**src/rtl/fetch_pkg.sv**
```systemverilog
`default_nettype none
// +--------------------------------------------------------------------+
// | Module   : fetch_pkg                                               |
// | Purpose  : Shared opcodes, FSM state encodings and default widths  |
// |            for the instruction fetch stage.                        |
// | Revision : 1.0 - initial release                                   |
// +--------------------------------------------------------------------+
package fetch_pkg;

  localparam int DEF_ADDR_W = 4;
  localparam int DEF_DATA_W = 8;

  // Opcodes live in instruction bits [7:4]
  localparam logic [3:0] OP_LDA  = 4'h0;
  localparam logic [3:0] OP_ADD  = 4'h1;
  localparam logic [3:0] OP_SUB  = 4'h2;
  localparam logic [3:0] OP_BUN  = 4'h5;
  localparam logic [3:0] OP_CALL = 4'h6;
  localparam logic [3:0] OP_RET  = 4'h7;
  localparam logic [3:0] OP_OUT  = 4'h8;
  localparam logic [3:0] OP_HLT  = 4'hF;

  // Fetch FSM states
  typedef logic [2:0] state_t;
  localparam state_t S_IDLE   = 3'd0;
  localparam state_t S_FETCH  = 3'd1;
  localparam state_t S_DECODE = 3'd2;
  localparam state_t S_ISSUE  = 3'd3;
  localparam state_t S_HALT   = 3'd4;

endpackage
`default_nettype wire

```
**src/rtl/call_stack.sv**
```systemverilog
`default_nettype none
// +--------------------------------------------------------------------+
// | Module   : call_stack                                              |
// | Purpose  : Return-address LIFO, DEPTH entries of WIDTH bits.       |
// | Ports    : clk_i, rst_ni (async, active-low), push_i / pop_i,      |
// |            data_i (pushed value), data_o (top of stack),           |
// |            full_o, empty_o                                         |
// | Revision : 1.0 - initial release                                   |
// +--------------------------------------------------------------------+
module call_stack #(
  parameter int DEPTH = 4,
  parameter int WIDTH = 4
) (
  input  logic             clk_i,
  input  logic             rst_ni,
  input  logic             push_i,
  input  logic             pop_i,
  input  logic [WIDTH-1:0] data_i,
  output logic [WIDTH-1:0] data_o,
  output logic             full_o,
  output logic             empty_o
);

  localparam int CNT_W = $clog2(DEPTH + 1);
  localparam int IDX_W = (DEPTH > 1) ? $clog2(DEPTH) : 1;

  logic [WIDTH-1:0] mem_q [DEPTH];
  logic [CNT_W-1:0] cnt_q;
  logic [IDX_W-1:0] wr_idx;
  logic [IDX_W-1:0] top_idx;

  assign wr_idx  = IDX_W'(cnt_q);
  assign top_idx = IDX_W'(cnt_q - 1'b1);
  assign full_o  = (cnt_q == CNT_W'(DEPTH));
  assign empty_o = (cnt_q == '0);
  // Meaningless while empty; the caller checks empty_o before popping
  assign data_o  = mem_q[top_idx];

  always_ff @(posedge clk_i or negedge rst_ni) begin
    if (!rst_ni) begin
      cnt_q <= '0;
      for (int i = 0; i < DEPTH; i++) begin
        mem_q[i] <= '0;
      end
    end else if (push_i && !full_o) begin
      mem_q[wr_idx] <= data_i;
      cnt_q         <= cnt_q + 1'b1;
    end else if (pop_i && !empty_o) begin
      cnt_q <= cnt_q - 1'b1;
    end
  end

endmodule
`default_nettype wire

```
**src/rtl/fetch_unit.sv**
```systemverilog
`default_nettype none
// +--------------------------------------------------------------------+
// | Module   : fetch_unit                                              |
// | Purpose  : Instruction fetch stage. Holds the PC, reads the ROM,   |
// |            resolves bun/call/ret/halt locally and issues all other |
// |            opcodes to execute over a valid/ready handshake.        |
// | Ports    : CLK, RST_LOW (async, active-low)                        |
// |            ROM_ADDR, ROM_LOW_OE, ROM_DATA  - program ROM           |
// |            IR_OPCODE, IR_OPERAND, IR_VALID, EXE_READY - execute    |
// |            PC, HALTED, STACK_ERR           - status               |
// | Config   : CALL_STACK_EN - when defined, call/ret use a return     |
// |            stack; otherwise opcodes 6/7 are issued as data ops     |
// |            and STACK_ERR is tied low.                              |
// | Revision : 1.0 - initial release                                   |
// +--------------------------------------------------------------------+
module fetch_unit
  import fetch_pkg::*;
#(
  parameter int ADDR_W      = DEF_ADDR_W,
  parameter int DATA_W      = DEF_DATA_W,
  parameter int STACK_DEPTH = 4
) (
  input  logic              CLK,
  input  logic              RST_LOW,
  output logic [ADDR_W-1:0] ROM_ADDR,
  output logic              ROM_LOW_OE,
  input  logic [DATA_W-1:0] ROM_DATA,
  output logic [3:0]        IR_OPCODE,
  output logic [3:0]        IR_OPERAND,
  output logic              IR_VALID,
  input  logic              EXE_READY,
  output logic [ADDR_W-1:0] PC,
  output logic              HALTED,
  output logic              STACK_ERR
);

  state_t            state_q, state_d;
  logic [ADDR_W-1:0] pc_q, pc_d;
  logic [DATA_W-1:0] ir_q, ir_d;
  logic              stack_err_q, stack_err_d;

  logic [3:0] opcode;
  logic [3:0] operand;
  assign opcode  = ir_q[7:4];
  assign operand = ir_q[3:0];

`ifdef CALL_STACK_EN
  logic              stack_push;
  logic              stack_pop;
  logic              stack_full;
  logic              stack_empty;
  logic [ADDR_W-1:0] stack_top;

  // PC already points past the call when in DECODE, so it is the return address
  call_stack #(
    .DEPTH (STACK_DEPTH),
    .WIDTH (ADDR_W)
  ) u_call_stack (
    .clk_i   (CLK),
    .rst_ni  (RST_LOW),
    .push_i  (stack_push),
    .pop_i   (stack_pop),
    .data_i  (pc_q),
    .data_o  (stack_top),
    .full_o  (stack_full),
    .empty_o (stack_empty)
  );
`else
  wire unused_stack_depth = (STACK_DEPTH > 0);
`endif

  always_comb begin
    state_d     = state_q;
    pc_d        = pc_q;
    ir_d        = ir_q;
    stack_err_d = stack_err_q;
`ifdef CALL_STACK_EN
    stack_push  = 1'b0;
    stack_pop   = 1'b0;
`endif
    case (state_q)
      S_IDLE: state_d = S_FETCH;
      S_FETCH: begin
        // Combinational ROM: data is valid in the same cycle OE is low
        ir_d    = ROM_DATA;
        pc_d    = pc_q + 1'b1;
        state_d = S_DECODE;
      end
      S_DECODE: begin
        case (opcode)
          OP_BUN: begin
            pc_d    = ADDR_W'(operand);
            state_d = S_FETCH;
          end
`ifdef CALL_STACK_EN
          OP_CALL: begin
            if (stack_full) begin
              stack_err_d = 1'b1;
              state_d     = S_HALT;
            end else begin
              stack_push = 1'b1;
              pc_d       = ADDR_W'(operand);
              state_d    = S_FETCH;
            end
          end
          OP_RET: begin
            if (stack_empty) begin
              stack_err_d = 1'b1;
              state_d     = S_HALT;
            end else begin
              stack_pop = 1'b1;
              pc_d      = stack_top;
              state_d   = S_FETCH;
            end
          end
`endif
          OP_HLT:  state_d = S_HALT;
          default: state_d = S_ISSUE;
        endcase
      end
      S_ISSUE: begin
        if (EXE_READY) begin
          state_d = S_FETCH;
        end
      end
      S_HALT:  state_d = S_HALT;
      default: state_d = S_IDLE;
    endcase
  end

  always_ff @(posedge CLK or negedge RST_LOW) begin
    if (!RST_LOW) begin
      state_q     <= S_IDLE;
      pc_q        <= '0;
      ir_q        <= '0;
      stack_err_q <= 1'b0;
    end else begin
      state_q     <= state_d;
      pc_q        <= pc_d;
      ir_q        <= ir_d;
      stack_err_q <= stack_err_d;
    end
  end

  // Outputs decode straight from registers so reset takes effect immediately
  assign ROM_ADDR   = pc_q;
  assign PC         = pc_q;
  assign ROM_LOW_OE = (state_q != S_FETCH);
  assign IR_VALID   = (state_q == S_ISSUE);
  assign IR_OPCODE  = opcode;
  assign IR_OPERAND = operand;
  assign HALTED     = (state_q == S_HALT);
  assign STACK_ERR  = stack_err_q;

endmodule
`default_nettype wire

```
**config.mk**
```make
export PLATFORM = sky130hd
export DESIGN_NAME = fetch_unit
export DESIGN_NICKNAME = d
export VERILOG_FILES = /design/src/rtl/fetch_pkg.sv /design/src/rtl/call_stack.sv /design/src/rtl/fetch_unit.sv
export SDC_FILE = /design/constraint.sdc
export NUM_CORES = 1
export LEC_CHECK = 0
export BUFFER_PORTS_ARGS = -buffer_cell sky130_fd_sc_hd__clkbuf_2
export CORE_MARGIN = 4
export CORE_UTILIZATION = 39
export CTS_BUF_LIST = sky130_fd_sc_hd__clkbuf_8
export DETAILED_ROUTE_END_ITERATION = 7
export PLACE_DENSITY = 0.66
export SYNTH_ARGS = -nofsm -noshare
export SYNTH_HDL_FRONTEND = slang
export SYNTH_SLANG_ARGS = --single-unit
```
**constraint.sdc**
```tcl
create_clock -name CLK -period 2.7 [get_ports CLK]
set_clock_uncertainty 0.2 [all_clocks]
set_input_delay 0.54 -clock CLK [delete_from_list [all_inputs] [get_ports CLK]]
set_output_delay 0.54 -clock CLK [all_outputs]
set_load 0.02 [all_outputs]
```
# Yosys cells after proc, flatten, opt, wreduce, memory -nomap -nowiden
# Index checks and enable logic that the tools add are counted.
# totals
reg_bits,15
output_inout_bits,20
# op_classes
addsub,1
eq_ne,9
mux,5
reduce_logical,3
# op_table
op,count
3-bit one-hot mux with 5 select lines,1
4-bit one-hot mux with 2 select lines,1
3-bit by 2-bit == test with 1-bit output (second input constant),2
3-bit one-hot mux with 2 select lines,1
4-bit by 1-bit adder with 4-bit output (second input constant),1
4-bit by 3-bit == test with 1-bit output (second input constant),1
4-bit == test (second input constant),1
4-bit 2-to-1 mux,1
3-bit by 1-bit == test with 1-bit output (second input constant),1
3-bit == test (second input constant),1
3-bit logical NOT,1
3-bit 2-to-1 mux,1
3-bit by 1-bit inequality test with 1-bit output (second input constant),1
2-bit by 1-bit inequality test with 1-bit output (second input constant),1
2-bit inequality test (second input constant),1
2-bit AND reduction,1
2-bit nonzero test,1

# Longest topological paths before layout
# logic_depth
depth_word,3
depth_mapped,6
depth_no_buf,4

# Worst setup path after synthesis
# Ideal clock, no wire load.
# synth_timing
path_kind,flip-flop to output port
startpoint,reg state_q[0]
endpoint,out ROM_LOW_OE
t_arrival_ns,1.197
required_time_ns,1.960
setup_slack_ns,0.763
stages_incl_launch_ff,5
cell_sequence,dfrtp_1 -> buf_6 -> nor3b_2 -> inv_2 -> clkbuf_1
# synth_via
elab_chain_cells,1
# synth_rtl
element,line_no,text
"start, declared",fetch_unit.sv:37,"state_t state_q, state_d;"
"start signal, assigned",fetch_unit.sv:138,state_q <= state_d;
3-bit by 1-bit inequality test with 1-bit output,fetch_unit.sv:148,assign ROM_LOW_OE = (state_q != S_FETCH);
"end, declared",fetch_unit.sv:26,"output logic ROM_LOW_OE,"
# No other way between the ends.

# Final worst setup path
# Same ends and word-level chain as after synthesis.

==> impl_metrics.env <==
export IMPL_crit_fanout=15
export IMPL_synth_compound_area_share_pct=16.0
export IMPL_diodes=0
export IMPL_multi_input_area_sq_um=352
export IMPL_finalSetupTns_ns=0
export IMPL_yosysSeqAreaShare_pct=46.7
export IMPL_grt_antenna_before_repair=0
export IMPL_synth_top_area_share_pct=46.7
export IMPL_synth_xor_area_share_pct=1.09
export IMPL_drtIter0Drc=12
export IMPL_hpwl_um=1310
export IMPL_die_w_um=53.4
export IMPL_leakagePower_uw=0.000483
export IMPL_ys_seq_elements=15
export IMPL_finalCriticalPeriod_ns=2.45
export IMPL_grt_pass1_vias=650
export IMPL_cts_tree="built"
export IMPL_initial_core_util_pct=40.9
export IMPL_relSlewSlack_pct=62.8
export IMPL_cts_resized=0
export IMPL_cap_violations=0
export IMPL_dieArea_sq_mm=0.00285
export IMPL_dr_pass1_iters=4
export IMPL_synth_nets=96
export IMPL_drc=0
export IMPL_drive_gt1_share_pct=34.9
export IMPL_timing_hold_ws_ns=-0.00886
export IMPL_wl_per_cell_um=12.4
export IMPL_via_count=676
export IMPL_place_congestion=0.712
export IMPL_fmax_mhz=407
export IMPL_yosys_area_share_adder_pct=1.56
export IMPL_setup_viol=0
export IMPL_status="finished with violations"
export IMPL_seqCellArea_sq_um=375
export IMPL_die_y_um=53.4
export IMPL_timing_final_ws_setup_ns=0.246
export IMPL_start_kind="flip-flop"
export IMPL_synthMuxAreaShare_pct=0
export IMPL_syn_avg_cell_area_sq_um=9.56
export IMPL_portBuffers=29
export IMPL_tightestPinTransition_ns=0.555
export IMPL_worst_setup_path_type="reg2out"
export IMPL_rsz0062_at_grt="no"
export IMPL_grt_start_max_net_pins=16
export IMPL_cts_root_buffer="clkbuf_8"
export IMPL_r2r_start="state_q[0]"
export IMPL_yosysUniqueCellTypes=29
export IMPL_synth_simple_area_share_pct=24.6
export IMPL_numCtsBuffers=3
export IMPL_synth_area_sq_um=803
export IMPL_hp_class="in2async"
export IMPL_crit_path_end_kind="output port"
export IMPL_hold_viol=14
export IMPL_utilization_pct=49.5
export IMPL_vias_per_cell=4.97
export IMPL_clockBufferDepth=2
export IMPL_postCtsSetupBuffers=0
export IMPL_vdd_ir_drop_max_mv=0.492
export IMPL_wl_um=1690
export IMPL_cp_data_arrival_time_ns=1.71
export IMPL_clock_sinks=15
export IMPL_startpoint="state_q[0]"
export IMPL_htree_num_levels=1
export IMPL_postCtsHoldBufs=0
export IMPL_synth_top_family_by_area="simple AND/OR/NAND/NOR gates"
export IMPL_yosysTopAreaCell="dfrtp_1"
export IMPL_synth_warnings=0
export IMPL_netlist_top_cells_area="dfrtp_1 (47%), nand2_1 (11%), a211oi_1 (4.7%), buf_4 (4.7%), nand4bb_4 (3.4%)"
export IMPL_clkLatencyLatePin_ns=0.25
export IMPL_rows=16
export IMPL_coreArea_sq_mm=0.00196
export IMPL_violations="negative hold slack"
export IMPL_ant_nets=0
export IMPL_layout_commonest_cell="clkbuf_2"
export IMPL_postSynthCellCount=84
export IMPL_min_period_over_period_pct=90.9
export IMPL_ff2ff_setup_slack_ns=0.66
export IMPL_layout_common_cells="clkbuf_2 (29), nand2_1 (24), dfrtp_1 (15)"
export IMPL_preCtsSetupSlack_ns=0.525
export IMPL_area_delta_synth_final_pct=20.9
export IMPL_worstPathRequired_ns=1.96
export IMPL_cts_clk_slew_worst_paths_ns=0.06
export IMPL_grt_overflow_total=0
export IMPL_slew_violations=0
export IMPL_num_nets_final=122
export IMPL_grtUsageTotal_pct=13.7
export IMPL_ioPinCount=31
export IMPL_grt_pass1_wl_um=2770
export IMPL_powerDensity_mw_per_mm2=1350
export IMPL_n_fill_cell=208
[routing by layer]
layer  wire length (um)  up-vias  share of wire [%]  global-route usage, %
met1                726      312                 43                   15.3
li1                   -      334                  -                      -
met5                  0        -                  0                      0
met4                 44        0                2.6                   10.2
met3                 75        4                4.4                   1.69
met2                844       26                 50                   23.3
[through the flow]
step,cells,total power (uW),area (sq um)
global placement,132,1130,925
floorplan,84,987,803
global route,136,1420,971
finish,136,1320,971
detailed placement,132,1150,925
CTS,136,1340,971
[cell type report]
cell class | instances | share of cell area (%)
Clock inverter | 1 | 0.515
Timing Repair Buffer | 29 | 14.9
Inverter | 5 | 1.93
Sequential cell | 15 | 38.7
Tap cell | 27 | 3.48
Multi-Input combinational cell | 56 | 36.2
Clock buffer | 3 | 4.25
[cell families after synthesis]
logic type                 Yosys count
AOI/OAI and AO/OA                   16
xor gates and xnor gates             1
adders and majority gates            1
buffers and inverters               13
DFF                                 15
other                                1
and+or+nand+nor                     37
[path summary, 6_finish.rpt]
| kind | to | cells after the start |
|---|---|---|
| worst max-delay path | ROM_LOW_OE | 3 |
| worst min-delay path | PC[2] | 1 |
| worst max register to register | PC[2] | 4 |
| worst min register to register | ir_q[1] | 2 |
| max in group asynchronous | state_q[0] | 1 |
| min in group CLK | ir_q[5] | 3 |
[power by group]
part / internal (uW) / total (uW) / leakage, uW / switching, uW
Clock: 102 / 184 / 0.0000255 / 81.6
Combinational: 262 / 667 / 0.000278 / 404
Sequential: 328 / 465 / 0.000180 / 137
Total: 693 / 1320 / 0.000483 / 622
[state kept, by name, indices dropped and copies added, names as in the netlist]
name and count:
ir_q 8, state_q 3, PC 4
[critical path, cell delays in order (launching register included)]
cell	delay, ns
dfrtp_1	0.47
nor3b_2	0.53
inv_2	0.25
clkbuf_2	0.22
[Yosys cell counts]
cell type,instances
nand2_1,24
dfrtp_1,15
a211oi_1,5
buf_4,5
inv_1,4
nor2_1,3
nor3b_1,3
a31oi_1,2
nand2b_1,2
nand4_1,2
a21oi_1,1
a221o_1,1
a311oi_1,1
buf_6,1
clkbuf_1,1
clkbuf_2,1
conb_1,1
ha_1,1
inv_2,1
nand4bb_4,1
nor3b_2,1
o21a_1,1
o21a_4,1
o21bai_1,1
o22ai_1,1
o31a_2,1
o32ai_1,1
or3b_1,1
xnor2_1,1
Note: power is estimated with default switching activity, not from simulation.
